==> config.mk <==
export PLATFORM = sky130hd
export DESIGN_NAME = verifica_senha_multi
export DESIGN_NICKNAME = d
export VERILOG_FILES = /design/src/rtl/verifica_senha_multi.sv
export SDC_FILE = /design/constraint.sdc
export NUM_CORES = 1
export LEC_CHECK = 0
export BUFFER_PORTS_ARGS = -buffer_cell sky130_fd_sc_hd__buf_2
export CAP_MARGIN = 20
export CORE_UTILIZATION = 60
export DETAILED_ROUTE_END_ITERATION = 10
export PLACE_DENSITY = 0.91
export SKIP_LAST_GASP = 1
export SLEW_MARGIN = 10
export SYNTH_ARGS = -nofsm -noshare
export SYNTH_HDL_FRONTEND = slang
export SYNTH_SLANG_ARGS = --single-unit
==> constraint.sdc <==
create_clock -name clk -period 13.95 [get_ports clk]
set_clock_uncertainty 0.05 [all_clocks]
set_input_delay 0.6975 -clock clk [delete_from_list [all_inputs] [get_ports clk]]
set_output_delay 0.6975 -clock clk [all_outputs]
set_load 0.01 [all_outputs]
==> src/rtl/verifica_senha_multi.sv <==
// verifica_senha_multi: sequential search for any stored password hidden inside a typed digit sequence
//   clk, rst                      : clock, asynchronous active-high reset
//   valid_in                      : one-cycle start request, honoured only in IDLE
//   senha_teste, senhas_reais     : typed digits and stored slots, captured at the request
//   busy, done                    : busy from capture through the one-cycle done pulse
//   senha_ok, match_idx, fail_cnt : result, lowest matching slot, saturating consecutive-fail count
module verifica_senha_multi #(
    parameter int MAX_TESTE  = 20,
    parameter int MAX_REAL   = 12,
    parameter int MIN_LEN    = 4,
    parameter int NUM_SENHAS = 4,
    localparam int IW  = NUM_SENHAS > 1 ? $clog2(NUM_SENHAS) : 1,
    localparam int OW  = MAX_TESTE > 1 ? $clog2(MAX_TESTE) : 1,
    localparam int LTW = $clog2(MAX_TESTE + 1),
    localparam int LRW = $clog2(MAX_REAL + 1)
) (
    input  logic                             clk,
    input  logic                             rst,
    input  logic                             valid_in,
    input  logic [4*MAX_TESTE-1:0]           senha_teste,
    input  logic [4*MAX_REAL*NUM_SENHAS-1:0] senhas_reais,
    output logic                             busy,
    output logic                             done,
    output logic                             senha_ok,
    output logic [IW-1:0]                    match_idx,
    output logic [3:0]                       fail_cnt
);
    typedef enum logic [1:0] {IDLE, MEASURE, SEARCH, DONE} state_t;
    state_t                           state;
    logic [4*MAX_TESTE-1:0]           test_q;
    logic [4*MAX_REAL*NUM_SENHAS-1:0] real_q;
    logic [IW-1:0]                    slot;
    logic [OW-1:0]                    off;
    logic [LTW-1:0]                   len_t;
    logic [LRW-1:0]                   len_r, len_r_q;
    logic                             hit, skip, last_slot, last_win;
    // Lengths come from the first 0xF digit, so scanning downwards leaves the lowest one.
    // The window compare guards off+i because only i < len_r_q digits are meaningful.
    always_comb begin
        len_t = LTW'(MAX_TESTE);
        for (int i = MAX_TESTE - 1; i >= 0; i--)
            if (test_q[4*i +: 4] == 4'hF) len_t = LTW'(i);
        len_r = LRW'(MAX_REAL);
        for (int i = MAX_REAL - 1; i >= 0; i--)
            if (real_q[4*(int'(slot)*MAX_REAL+i) +: 4] == 4'hF) len_r = LRW'(i);
        hit = 1'b1;
        for (int i = 0; i < MAX_REAL; i++)
            if (i < int'(len_r_q) && int'(off) + i < MAX_TESTE &&
                real_q[4*(int'(slot)*MAX_REAL+i) +: 4] != test_q[4*(int'(off)+i) +: 4])
                hit = 1'b0;
        skip      = int'(len_r) < MIN_LEN || int'(len_r) > int'(len_t);
        last_slot = int'(slot) == NUM_SENHAS - 1;
        last_win  = int'(off) == int'(len_t) - int'(len_r_q);
    end
    always_ff @(posedge clk or posedge rst) begin
        if (rst) begin
            state     <= IDLE;
            test_q    <= '0;
            real_q    <= '0;
            slot      <= '0;
            off       <= '0;
            len_r_q   <= '0;
            busy      <= 1'b0;
            done      <= 1'b0;
            senha_ok  <= 1'b0;
            match_idx <= '0;
            fail_cnt  <= '0;
        end else begin
            case (state)
                IDLE: if (valid_in) begin
                    test_q    <= senha_teste;
                    real_q    <= senhas_reais;
                    slot      <= '0;
                    off       <= '0;
                    busy      <= 1'b1;
                    senha_ok  <= 1'b0;
                    match_idx <= '0;
                    state     <= MEASURE;
                end
                MEASURE: if (skip && last_slot) begin
                    state     <= DONE;
                    done      <= 1'b1;
                    fail_cnt  <= fail_cnt + {3'b0, fail_cnt != 4'hF};
                end else if (skip) begin
                    slot      <= slot + 1'b1;
                end else begin
                    off       <= '0;
                    len_r_q   <= len_r;
                    state     <= SEARCH;
                end
                SEARCH: if (hit) begin
                    state     <= DONE;
                    done      <= 1'b1;
                    senha_ok  <= 1'b1;
                    match_idx <= slot;
                    fail_cnt  <= '0;
                end else if (last_win && last_slot) begin
                    state     <= DONE;
                    done      <= 1'b1;
                    fail_cnt  <= fail_cnt + {3'b0, fail_cnt != 4'hF};
                end else if (last_win) begin
                    slot      <= slot + 1'b1;
                    state     <= MEASURE;
                end else begin
                    off       <= off + 1'b1;
                end
                default: begin
                    done      <= 1'b0;
                    busy      <= 1'b0;
                    state     <= IDLE;
                end
            endcase
        end
    end
endmodule

Word-level counts from Yosys, hierarchy flattened. Cells that the tools add are included.

Input bits: 275. Output and inout port bits: 9. Flip-flop bits (word level): 294.

Multipliers: 1. Order comparisons: 26. Reductions and logical operators: 41. Mux-type cells: 80. Shift operators: 24. Bitwise logic cells: 4. Equal/unequal tests: 62. Add/subtract/negate cells: 26.

Operator list (count): variable part select 192 x 32 -> 4 bit (11); variable part select 80 x 9 -> 4 bit (11); < comparator 32 x 6 -> 1 bit, second input constant (11); variable part select 192 x 10 -> 4 bit (1); == test 4 bit, second input constant (32); two-way mux 5 bit (25); adder 30 x 4 -> 30 bit, second input constant (4); adder 30 x 5 -> 30 bit, second input constant (3); variable part select 80 x 8 -> 4 bit (1); adder 30 x 3 -> 30 bit, second input constant (2); two-way mux 4 bit (14); inequality test 4 bit (12); adder 30 x 2 -> 30 bit, second input constant (1); logical AND 1 bit (26); two-way mux 2 bit (13); adder 5 x 3 -> 6 bit, second input constant (4); adder 5 x 4 -> 6 bit, second input constant (4); inequality test 2 bit, second input constant (10); two-way mux 1 bit (18); < comparator 3 x 4 -> 1 bit, first input constant (4); < comparator 4 bit, first input constant (4); one-hot mux 5 bit (3 select lines) (1); AND reduction 3 bit (5); AND reduction 7 bit (2); 31 further kinds (45).

Depth between registers and ports, before layout.
Word-level depth: 27. Mapped depth: 33.

Least setup slack after synthesis. Ideal clock, no wire load.

Kind: register to register. From: reg slot[0]. To: reg off[0]. Cell stages (with the launch flop): 33. Arrival time: 5.887 ns. Slack: 7.889 ns. Period minus slack after synthesis: 6.061 ns. Data required time: 13.775 ns. Buffers on the path: 8. Setup time: 0.125 ns. Cells stage by stage: dfrtp_1 -> buf_6 -> buf_4 -> buf_4 -> inv_1 -> ha_1 -> buf_2 -> buf_2 -> buf_2 -> buf_1 -> clkbuf_1 -> nand3_1 -> o211ai_1 -> o211ai_1 -> a21oi_1 -> a41oi_1 -> nor3_1 -> nand2b_1 -> nand2b_1 -> a21oi_1 -> nor2_1 -> nor2_1 -> ha_1 -> nor2b_1 -> o21ai_0 -> nand2b_1 -> a21oi_1 -> a41oi_1 -> a21o_1 -> and2_1 -> a211oi_1 -> o21ai_0 -> mux2_2.

Cells in the longest elaborated chain, start to end: 21. Elaborated cells on any way between the ends: 95.

RTL lines: from (decl) (RTL line 32) `logic [IW-1:0] slot;`; from (signal assigned) (RTL line 85) `slot <= slot + 1'b1;`; from (signal assigned) (RTL line 102) `slot <= slot + 1'b1;`; multiplier 2 x 2 -> 4 bit * (RTL line 45) `if (real_q[4*(int'(slot)*MAX_REAL+i) +: 4] == 4'hF) len_r = LRW'(i);`; branches (longest 14 deep; another with adder 30 x 5 -> 30 bit); two-way mux 4 bit * (RTL line 45); via len_r[1] (RTL line 35) `logic [LRW-1:0] len_r, len_r_q;`; > comparator 4 x 5 -> 1 bit or < comparator 4 x 3 -> 1 bit (tied branches) (RTL line 51) `skip = int'(len_r) < MIN_LEN || int'(len_r) > int'(len_t);`; logical OR 1 bit * (RTL line 51); logical AND 1 bit (RTL line 80) `MEASURE: if (skip && last_slot) begin`; inequality test 2 bit (no source line); AND reduction 7 bit (no source line) *; to (signal assigned) (RTL line 105) `off <= off + 1'b1;`; to (decl) (RTL line 33) `logic [OW-1:0] off;`.

Mark *: on every way through the listed nets, which the timed path passes. A chain may end at the register's enable or synchronous reset.

Final worst setup path. Ends and elaborated chain as after synthesis.

==> results.toml <==
[worst_setup_path]
endpoint_kind = "flip-flop"
critPathMaxStageDelay_ps = 1050
critPathKind = "reg2reg"
crit_path_start_kind = "flip-flop"
cp.arrival_ps = 8440
cpMaxStageDelayCell = "dfrtp_4"
path_buf_inv = 2
required_ps = 14310
path_max_fanout = 63
crit_chain = "inv_1 > ha_4 > buf_4 > nand2b_1 > nand3b_1 > a21oi_1 > a21oi_1 > nor3_1 > nand2b_1 > nand2b_1 > a21oi_1 > nor2_1 > nor2_1 > ha_1 > nor2b_1 > o21ai_0 > nand2b_1 > a21oi_1 > a41oi_1 > a21o_1 > and2_1 > a211oi_1 > o21ai_0 > mux2_2"
critical_path.top_delay_family = "compound AO/OA/AOI/OAI gates"

[global_routing]
grt_pass1_vias = 18290
grt-ovfl-total = 0
grt_pass1_wl_mm = 110.9
antenna_found_initial = 3
grt_max_degree = 134
grtUsageTotal = 0.4100

[clocking]
cts_tree = "yes"
cts_root_buf = "clkbuf_16"
clkSinkCount = 294
cts_max_path_buffers = 3
post_cts_buffers = 0
cts_made_buffers = 34
clk_latency_ps = 560
cts_resized = 0
h-tree-depth = 2
hold_buffers = 0
clk_pin_slew_ps = 60

[sta]
period_minus_slack_ps = 8073
tightest_slew_ps = 1120
hold_viol = 0
fin_crit_sh = 0.5787
slew_headroom = 0.2477
rsz0062_at_grt = "false"
max_freq_ghz = 0.1239
slew_viol_final = 0
setup_viol = 0
finalSetupTns_ps = 0

[synth]
synth_edf_count = 0
synth_top_flop_cell = "dfrtp_1"
synth_fp_nets = 2128
ys_seq_area_frac = 0.3484
synth_area_um2 = 21120
ys_async_sr_fraction = 1.000
ys_types = 81
syn_inst = 1820
syn_avg_cell_area_um2 = 11.60
yosys_warnings = 0
synth_seq_cells = 294

[final_layout]
n_fill_cell = 2379
final_common_cell = "mux2_2"
fin_nets = 2330
register_area_um2 = 7368
multiInputGateArea_um2 = 12920
fin_util = 0.6884
layout-drive-gt1-share = 0.4142
area_delta_synth_final_pct = 12.61
layout_common_cells = "mux2_2 (316), dfrtp_1 (289), buf_2 (283), mux4_2 (144), mux2i_1 (111)"
final_cells = 2503

[detailed_routing]
drtIter0Drc = 2412
via_per_inst = 7.347
routedLengthMet1_mm = 25.45
vias = 18390
wl_met3_mm = 10.06
route.detailed.drc = 0
dr.max_layer_used = "met5"
ant_nets = 0
wire_per_inst_um = 29.32
wl_met2_mm = 33.14
drt_wl_total_mm = 73.39
drtPass1Iterations = 6

[pwr]
power.share.clock = 0.131
power_switching_mw = 3.181
p_int_mw = 3.763
sw_frac_of_total = 0.4581
peakVddDrop_mv = 0.1823
power_density_nw_per_um2 = 292.0
p_comb_frac = 0.578
seqPwrFrac = 0.290
p_leak_nw = 9.792

[run_status]
status = "finished clean"

[die]
die_w_um = 189.6
core_um2 = 34540
start_util = 0.6113
pin_count = 284
rows = 68
die_y_um = 189.6
die-area_um2 = 35950

[placed_design]
io_buffers = 283
routabilityCongestion = 1.077
place_hpwl_mm = 52.34
dp_cells = 2439

[run]
maxCapViolCount = 0

[worst_hold_path]
hold_class = "in2async"
-- power groups by stage --
stage	sequential (mW)	combinational [mW]	clock, mW
2_1_floorplan	1.57	3.05	0
3_3_place_gp	1.89	3.66	0
3_5_place_dp	1.95	3.80	0
4_1_cts	1.95	3.86	0.917
5_1_grt	2.02	4.21	0.952
6_report	2.02	4.02	0.912
-- Yosys cell counts, types with 35 or more instances --
master	count	area share
mux2i_1	111	0.053
o21ai_0	48	0.011
inv_1	39	0.0069
clkbuf_1	63	0.011
dfrtp_1	294	0.35
a21oi_1	69	0.016
nand2_1	99	0.018
nor2_1	75	0.013
buf_2	51	0.012
xnor2_1	36	0.015
mux2_2	316	0.17
o22ai_1	35	0.010
mux4_2	144	0.15
-- worst paths after layout --
kind / startpoint / end / slack, ps / cells after the start
max in group asynchronous: rst / slot[0] / 12250 / 4
min in group clk: senhas_reais[91] / real_q[91] / 320 / 2
min: rst / real_q[46] / 280 / 2
min reg2reg: real_q[110] / real_q[110] / 460 / 1
max: slot[0] / off[0] / 5880 / 24
max reg2reg: slot[0] / off[0] / 5880 / 24
-- cell families after synthesis --
logic type / share of synthesized area
AOI/OAI and AO/OA: 0.1064
xor gates and xnor gates: 0.02240
adders and majority gates: 0.01991
buffers and inverters: 0.04053
DFF: 0.3484
muxes: 0.3753
and+or+nand+nor: 0.08705
-- layout make-up --
class | count | area share
Clock buffer | 46 | 0.03852
Antenna cell | 3 | 0.0003157
Inverter | 41 | 0.006788
Clock inverter | 13 | 0.008472
Timing Repair Buffer | 306 | 0.06851
Tap cell | 455 | 0.02394
Sequential cell | 294 | 0.3099
Multi-Input combinational cell | 1345 | 0.5436
-- stage by stage --
stage               instance area, um^2  hold slack (ps)  power (mW)  setup slack (ps)
floorplan                         21120            423.9       4.619              5083
global placement                  22600            437.3       5.551              6609
detailed placement                22600            445.0       5.754              6136
CTS                               23720            307.8       6.728              6075
global route                      23770            316.6       7.185              5303
finish                            23780            284.7       6.944              5877
-- sequential cells by signal, indices dropped and copies added (netlist names) --
register and cells:
senha_ok 1, real_q 192, slot 2, test_q 80
busy 1, off 5, fail_cnt 4, state 2
match_idx 2, len_r_q 4, done 1
-- metal layers --
metal,track usage,vias up
met5,0,-
met3,0.1288,378
met1,0.5214,8892
met2,0.6288,1682
met4,0.2174,2
li1,-,7436
Power figures use the tool's default switching activity.
